===== src/rtl/reg_file_2r1w.sv =====
// Two-read, one-write register file with optional zero register,
// write-to-read forwarding, registered read ports and a debug port.
module reg_file_2r1w #(
  parameter int WIDTH    = 32,
  parameter int SIZE     = 5,
  parameter bit ZERO_REG = 1'b1,
  parameter bit BYPASS   = 1'b1,
  parameter bit REG_READ = 1'b0
) (
  input  logic             clk,
  input  logic             reset,
  input  logic             we,
  input  logic [SIZE-1:0]  waddr,
  input  logic [WIDTH-1:0] wdata,
  input  logic [SIZE-1:0]  raddr1,
  input  logic [SIZE-1:0]  raddr2,
  output logic [WIDTH-1:0] rdata1,
  output logic [WIDTH-1:0] rdata2,
  input  logic [SIZE-1:0]  dbg_addr,
  output logic [WIDTH-1:0] dbg_data
);

  localparam int DEPTH = 2 ** SIZE;

  logic [WIDTH-1:0] regs [DEPTH];
  logic             wr_ok;
  logic [WIDTH-1:0] stored1;
  logic [WIDTH-1:0] stored2;
  logic [WIDTH-1:0] next1;
  logic [WIDTH-1:0] next2;

  // Reset and zero-register writes never reach storage or forwarding.
  assign wr_ok = reset && we &&
                 !(ZERO_REG && (waddr == '0));

  always_ff @(posedge clk) begin
    if (!reset) begin
      for (int i = 0; i < DEPTH; i++) begin
        regs[i] <= '0;
      end
    end else if (wr_ok) begin
      regs[waddr] <= wdata;
    end
  end

  always_comb begin
    stored1 = regs[raddr1];
    stored2 = regs[raddr2];
    dbg_data = regs[dbg_addr];
    if (ZERO_REG && (raddr1 == '0)) begin
      stored1 = '0;
    end
    if (ZERO_REG && (raddr2 == '0)) begin
      stored2 = '0;
    end
    if (ZERO_REG && (dbg_addr == '0)) begin
      dbg_data = '0;
    end
  end

  // Value each read port sees: forwarded write or stored contents.
  always_comb begin
    next1 = stored1;
    next2 = stored2;
    if (BYPASS && wr_ok && (waddr == raddr1)) begin
      next1 = wdata;
    end
    if (BYPASS && wr_ok && (waddr == raddr2)) begin
      next2 = wdata;
    end
  end

  generate
    if (REG_READ) begin : g_rr
      always_ff @(posedge clk) begin
        if (!reset) begin
          rdata1 <= '0;
          rdata2 <= '0;
        end else begin
          rdata1 <= next1;
          rdata2 <= next2;
        end
      end
    end else begin : g_cr
      assign rdata1 = next1;
      assign rdata2 = next2;
    end
  endgenerate

endmodule

===== config.mk =====
export PLATFORM = sky130hd
export DESIGN_NAME = reg_file_2r1w
export DESIGN_NICKNAME = d
export VERILOG_FILES = /design/src/rtl/reg_file_2r1w.sv
export SDC_FILE = /design/constraint.sdc
export NUM_CORES = 2
export LEC_CHECK = 0
export ABC_CLOCK_PERIOD_IN_PS = 4800
export CORE_ASPECT_RATIO = 0.9
export CORE_MARGIN = 5
export CORE_UTILIZATION = 41
export DETAILED_ROUTE_END_ITERATION = 12
export PLACE_DENSITY = 0.66
export SLEW_MARGIN = 0
export SYNTH_ARGS = -nofsm -noshare
export SYNTH_HDL_FRONTEND = slang
export SYNTH_SLANG_ARGS = --single-unit

===== constraint.sdc =====
create_clock -name clk -period 4.8 [get_ports clk]
set_clock_uncertainty 0.2 [all_clocks]
set_input_delay 0.48 -clock clk [delete_from_list [all_inputs] [get_ports clk]]
set_output_delay 0.48 -clock clk [all_outputs]
set_load 0.02 [all_outputs]

**Yosys cells after proc, flatten, opt, wreduce, memory -nomap -nowiden**

Memory sizes are Yosys's and may differ from the RTL's.
Cells that the tools add are included.

- Equal/unequal tests: 2
- Mux-type cells: 12
- Reduce and logical (&&, ||, !) cells: 10

Operators by type and width:

| operator | number |
|---|---|
| 32-bit 2-to-1 mux | 6 |
| 32-bit OR reduction | 1 |
| 5-bit zero test | 4 |
| 5-bit equality test | 2 |
| 1-bit 2-to-1 mux | 5 |
| 5-bit 2-to-1 mux | 1 |
| 1-bit logical AND | 4 |
| 1-bit zero test | 1 |

- Bits in registers: 0
- Memory bits (writable): 1024
- Input bits: 55
- Output and inout port bits: 96
- Logic and storage cells: 25
- Memories kept: 1

Memories:

| memory | depth | width | read ports | clocked after Yosys merged registers in | wr ports | RTL line | source |
|---|---|---|---|---|---|---|---|
| regs | 32 | 32 | 3 | 0 | 32 | 25 | `logic [WIDTH-1:0] regs [DEPTH];` |

**Depth between registers and ports, before layout**

- Word-level depth: 8
- Gate-level depth with buffers: 10
- Depth with buffers taken out: 5

**Worst setup path after synthesis**

No wires, ideal clock.

- Path kind: in2reg
- From: in waddr[0]
- To: mem regs[24][0], enable pin
- Setup time: 0.466 ns
- Arrival time: 3.605 ns
- Required time: 4.134 ns
- Slack: 0.529 ns
- Cell stages on the path: 4
- Path buffers: 2
- Path through: clkbuf_1 -> or3_1 -> clkbuf_1 -> o21ai_0

RTL lines:

| element | RTL line | source |
|---|---|---|
| start, declared | 13 | `input logic [SIZE-1:0] waddr,` |
| end, declared | 25 |  |

**Worst setup path after layout**

- From: in waddr[0]
- To: out rdata1[20]

- Longest elaborated chain between the ends: 5
- Elaborated cells between the ends (all ways): 6
- Those cells by class: eq/ne: 1; mux: 1; reduce/logical: 4

Ends and longest elaborated chain:

| element | RTL line | source |
|---|---|---|
| 5-bit zero test | 34 | `!(ZERO_REG && (waddr == '0));` |
| 1-bit zero test | 34 |  |
| 1-bit logical AND | 33 | `assign wr_ok = reset && we &&` |
| 1-bit logical AND * | 65 | `if (BYPASS && wr_ok && (waddr == raddr1)) begin` |
| 32-bit 2-to-1 mux * | 65 |  |
| end, declared | 17 | `output logic [WIDTH-1:0] rdata1,` |

Every way passes the cells marked *; elsewhere a longest branch is shown, timed or not.

==> flow_results.org <==
** Synthesis
- Netlist area before placement :: 64000 µm²
- Gate count after technology mapping :: ~4700
- Synthesis instantiated 51 different standard cells from the library.
- Post-synth EDFFs :: about 1000
- Sequential fraction of the synthesis area :: approximately half
- Each instance of the synthesized netlist takes up on average about 14 µm².
- Yosys Warn Count :: 0
- Register bit total from synthesis :: 1024
- In the synthesized netlist the async set-or-reset flop fraction comes to 0%.
- Among all flip-flop cells after synthesis, the most frequent one is sky130_fd_sc_hd__edfxtp_1.

** Worst setup path
- Max FO, Critical Path :: 23
- Element type at the critical path start :: input pin
- The critical path is of the in -> out type.
- Critical path capture point type :: primary output
- Crit path arrival time :: 3.90 ns
- Data required time of the critical path :: just over 4 ns

** Placement
- Prior to clock tree synthesis, the placed netlist has a worst setup slack of roughly 0.11 ns.
- Post-detailed-placement half-perimeter wirelength :: 167000 µm
- The congestion estimate from routability-driven global placement came to 0.958.
- Count of input and output buffers :: 150

** Pwr
- Summed over all nets, the switching power comes to 0.00682 W.
- In this run switching power makes up about 29% of total power.
- Gate power share :: a little under a fifth
- For this design the static power due to leakage is around 26 nW.
- Clock share of power :: 36.3%
- Sequential share of power :: 45.2%
- The worst-case IR drop observed on VDD is around 0.00030 V.
- Int Power :: between 0.015 and 0.02 W
- For this design the ratio of total power to cell area is 322 nW/µm².

** Timing
- Transition time at the pin with the least slew margin :: 1.49 ns
- Derived from the worst setup path, the maximum achievable clock frequency is 219 MHz.
- Subtracting the final worst setup slack from the clock period gives 4.58 ns.
- Final hold viol count :: 0
- The final critical path takes up 95.3% of the cycle.
- The max-slew violation count was 1.
- Measured against its own limit, the worst slew margin works out to -0.379%.
- Unrepaired setup endpoints after global routing :: false
- After routing, the total negative slack on setup checks comes to 0 ns.
- Post-route worst setup slack :: 0.225 ns
- Setup violations remaining at the end of the flow were counted as 0.

** Final layout
- Largest register FFs :: 1024
- More flip-flops sit in one register than any other, and that register is regs.
- Post-layout net count :: ~4800
- The post-route netlist has 26.2% of its cells at a drive strength greater than 1.
- Relative to the synthesized area, the layout overhead comes to 15.1%.
- The largest registers in the layout are regs x1024.
- Fill count :: 13300

** Global routing
- The initial antenna violation count came to 25.
- Maximum number of pins on one net before global-route repair :: 59
- Vias in the first global route :: 46400
- Overall fraction of global-route tracks in use :: about a third
- The first global-routing pass estimated 367000 µm of wire.
- The total overflow left after global routing is 0.

** Floorplan
- 151 I/O pins were placed.
- Die Outline Area :: 164000 µm²
- The floorplan step set the die width to 427 µm.
- In this run the vertical extent of the chip is around 380 µm.
- The floorplan has 137 rows.
- Initial standard-cell utilization of the core :: roughly two fifths
- After floorplanning, the core was sized to cover 155000 µm².

** Detailed routing
- The pre-antenna-repair detailed-routing pass consisted of 8 iterations.
- Using the TritonRoute via totals, the vias-per-cell ratio works out to 7.00.
- 1st-iter DRT viols :: 9182
- WL per Instance :: 38.8 µm
- The count of nets left with antenna violations once routing finished came out at 0.
- The routed layout has 48600 vias.
- DR DRC count :: 0
- The final layout contains routed wiring with a total length of 270000 µm.

** Run status
- Status :: finished, violations left
- The final reports fail on capacitance limit, slew limit.

** CTS
- The cell sitting at the root of the clock tree is a sky130_fd_sc_hd__clkbuf_16.
- TritonCTS clock tree :: yes
- Sink Count :: roughly 1000
- Clock-pin slew was measured on the worst setup and hold paths at 0.06 ns.
- In this run the deepest clock path goes through 3 buffers.
- The clock tree synthesis step divided the H-tree into 3 levels.
- The number of clock buffers added by TritonCTS is 109.
- Gates resized, CTS repair :: 0

** Min path
- Class of the most critical hold timing path :: in -> reg

** Run
- MaxCap Viol Count :: 1
==> power groups by stage <==
stage | clock [W] | combinational (W) | sequential (W)
global placement | 0 | 0.00421 | 0.0109
CTS | 0.00862 | 0.00425 | 0.0107
floorplan | 0 | 0.00250 | 0.0108
detailed placement | 0 | 0.00424 | 0.0109
finish | 0.00863 | 0.00437 | 0.0107
global route | 0.00899 | 0.00445 | 0.0108
==> kinds of logic after synthesis <==
logic type / share of synthesized area, %
flops: 48.0
simple gates: 12.3
compound gates: 6.57
buf+inv: 3.60
other cells: 0.00586
xor+xnor: 0.137
mux: 29.4
==> final timing paths <==
| path | startpoint | endpoint | depth (start not counted) |
|---|---|---|---|
| max | waddr[0] | rdata1[20] | 9 |
| min | wdata[27] | regs[3][27] | 3 |
==> cell usage in the layout (no fill, tap or decap), drive strengths merged, types with 49 or more instances in the layout <==
| cell type | Yosys | layout |
|---|---|---|
| mux2 | 89 | 89 |
| o21ai | 91 | 91 |
| buf | 168 | 345 |
| a21oi | 133 | 133 |
| clkdlybuf4s50 | 0 | 118 |
| clkinv | 0 | 50 |
| and2 | 996 | 996 |
| nor2b | 58 | 58 |
| mux2i | 485 | 485 |
| edfxtp | 1024 | 1024 |
| clkbuf | 365 | 127 |
| a211oi | 49 | 49 |
| mux4 | 576 | 576 |
| nand3 | 65 | 65 |
| a22oi | 124 | 124 |
| nand2 | 96 | 96 |
==> per-stage QoR <==
| stage | util, % | cell area (µm²) | hold slack, ns | power (W) | instances |
|---|---|---|---|---|---|
| 2_1_floorplan | - | 64100 | 0.478 | 0.0133 | 4701 |
| 3_3_place_gp | 45.2 | 70100 | 1.24 | 0.0151 | 6714 |
| 3_5_place_dp | 45.2 | 70100 | 1.24 | 0.0151 | 6714 |
| 4_1_cts | 47.4 | 73600 | 0.428 | 0.0236 | 6912 |
| 5_1_grt | 47.4 | 73600 | 0.457 | 0.0242 | 6915 |
| 6_report | 47.5 | 73700 | 0.451 | 0.0238 | 6940 |
==> metal layers <==
layer | vias up | wire length (µm) | track usage, %
met1 | 24400 | 91100 | 40.8
met5 | - | 144 | 0.476
met4 | 8 | 20600 | 20.0
met2 | 4795 | 116000 | 46.8
li1 | 18400 | - | -
met3 | 1054 | 42200 | 11.3
==> cells in the mapped netlist (2+ instances only) <==
cell type	count	area (µm²)
sky130_fd_sc_hd__o22ai_1	19	119
sky130_fd_sc_hd__a221o_1	9	90.1
sky130_fd_sc_hd__mux2i_1	485	4850
sky130_fd_sc_hd__a21oi_1	133	666
sky130_fd_sc_hd__buf_4	2	15.0
sky130_fd_sc_hd__a32o_1	38	380
sky130_fd_sc_hd__clkbuf_1	365	1370
sky130_fd_sc_hd__buf_2	115	576
sky130_fd_sc_hd__nor2_1	40	150
sky130_fd_sc_hd__or3b_2	2	17.5
sky130_fd_sc_hd__or2_2	3	18.8
sky130_fd_sc_hd__buf_1	48	180
sky130_fd_sc_hd__o31ai_1	17	128
sky130_fd_sc_hd__mux4_2	576	13000
sky130_fd_sc_hd__nor4_1	24	150
sky130_fd_sc_hd__nor3_1	3	15.0
sky130_fd_sc_hd__buf_6	3	33.8
sky130_fd_sc_hd__xnor2_1	7	61.3
sky130_fd_sc_hd__nand2b_1	5	31.3
sky130_fd_sc_hd__a2111oi_0	15	131
sky130_fd_sc_hd__nand3_1	65	325
sky130_fd_sc_hd__nand3b_1	3	22.5
sky130_fd_sc_hd__nand2_1	96	360
sky130_fd_sc_hd__o22a_1	16	140
sky130_fd_sc_hd__a41oi_1	3	26.3
sky130_fd_sc_hd__nand4_1	9	56.3
sky130_fd_sc_hd__a221oi_1	42	368
sky130_fd_sc_hd__o21ai_1	8	40.0
sky130_fd_sc_hd__and2_1	995	6220
sky130_fd_sc_hd__inv_1	34	128
sky130_fd_sc_hd__nor2b_1	58	363
sky130_fd_sc_hd__edfxtp_1	1024	30700
sky130_fd_sc_hd__a22o_1	33	289
sky130_fd_sc_hd__o211ai_1	7	52.6
sky130_fd_sc_hd__o21ai_0	83	415
sky130_fd_sc_hd__mux2_2	89	1000
sky130_fd_sc_hd__xor2_1	3	26.3
sky130_fd_sc_hd__or4_1	9	67.6
sky130_fd_sc_hd__a211oi_1	49	368
sky130_fd_sc_hd__a22oi_1	124	931
==> area by class of cell <==
class	instances	area (µm²)	share of cell area (%)
inverters	34	128	0.173
diodes	26	65.1	0.0883
multi-input cells	3110	31800	43.2
repair buffers	463	4800	6.52
clock inverters	71	681	0.924
flip-flops and latches	1024	30700	41.7
well taps	2085	2610	3.54
clock buffers	127	2840	3.85
==> critical path: stages <==
cell,delay (ns)
sky130_fd_sc_hd__clkdlybuf4s50_1,0.68
sky130_fd_sc_hd__xnor2_1,0.16
sky130_fd_sc_hd__nand3_1,0.12
sky130_fd_sc_hd__nor3_2,0.23
sky130_fd_sc_hd__buf_12,0.28
sky130_fd_sc_hd__a21o_1,0.90
sky130_fd_sc_hd__buf_4,0.33
sky130_fd_sc_hd__o31ai_1,0.10
sky130_fd_sc_hd__clkdlybuf4s50_1,0.58
==> what timing repair did <==
action,CTS,global route
endpoints found under the hold margin,0,0
hold buffers,0,0
buffers inserted,0,2
endpoints found under the setup margin,0,1
Power figures use the tool's default switching activity.
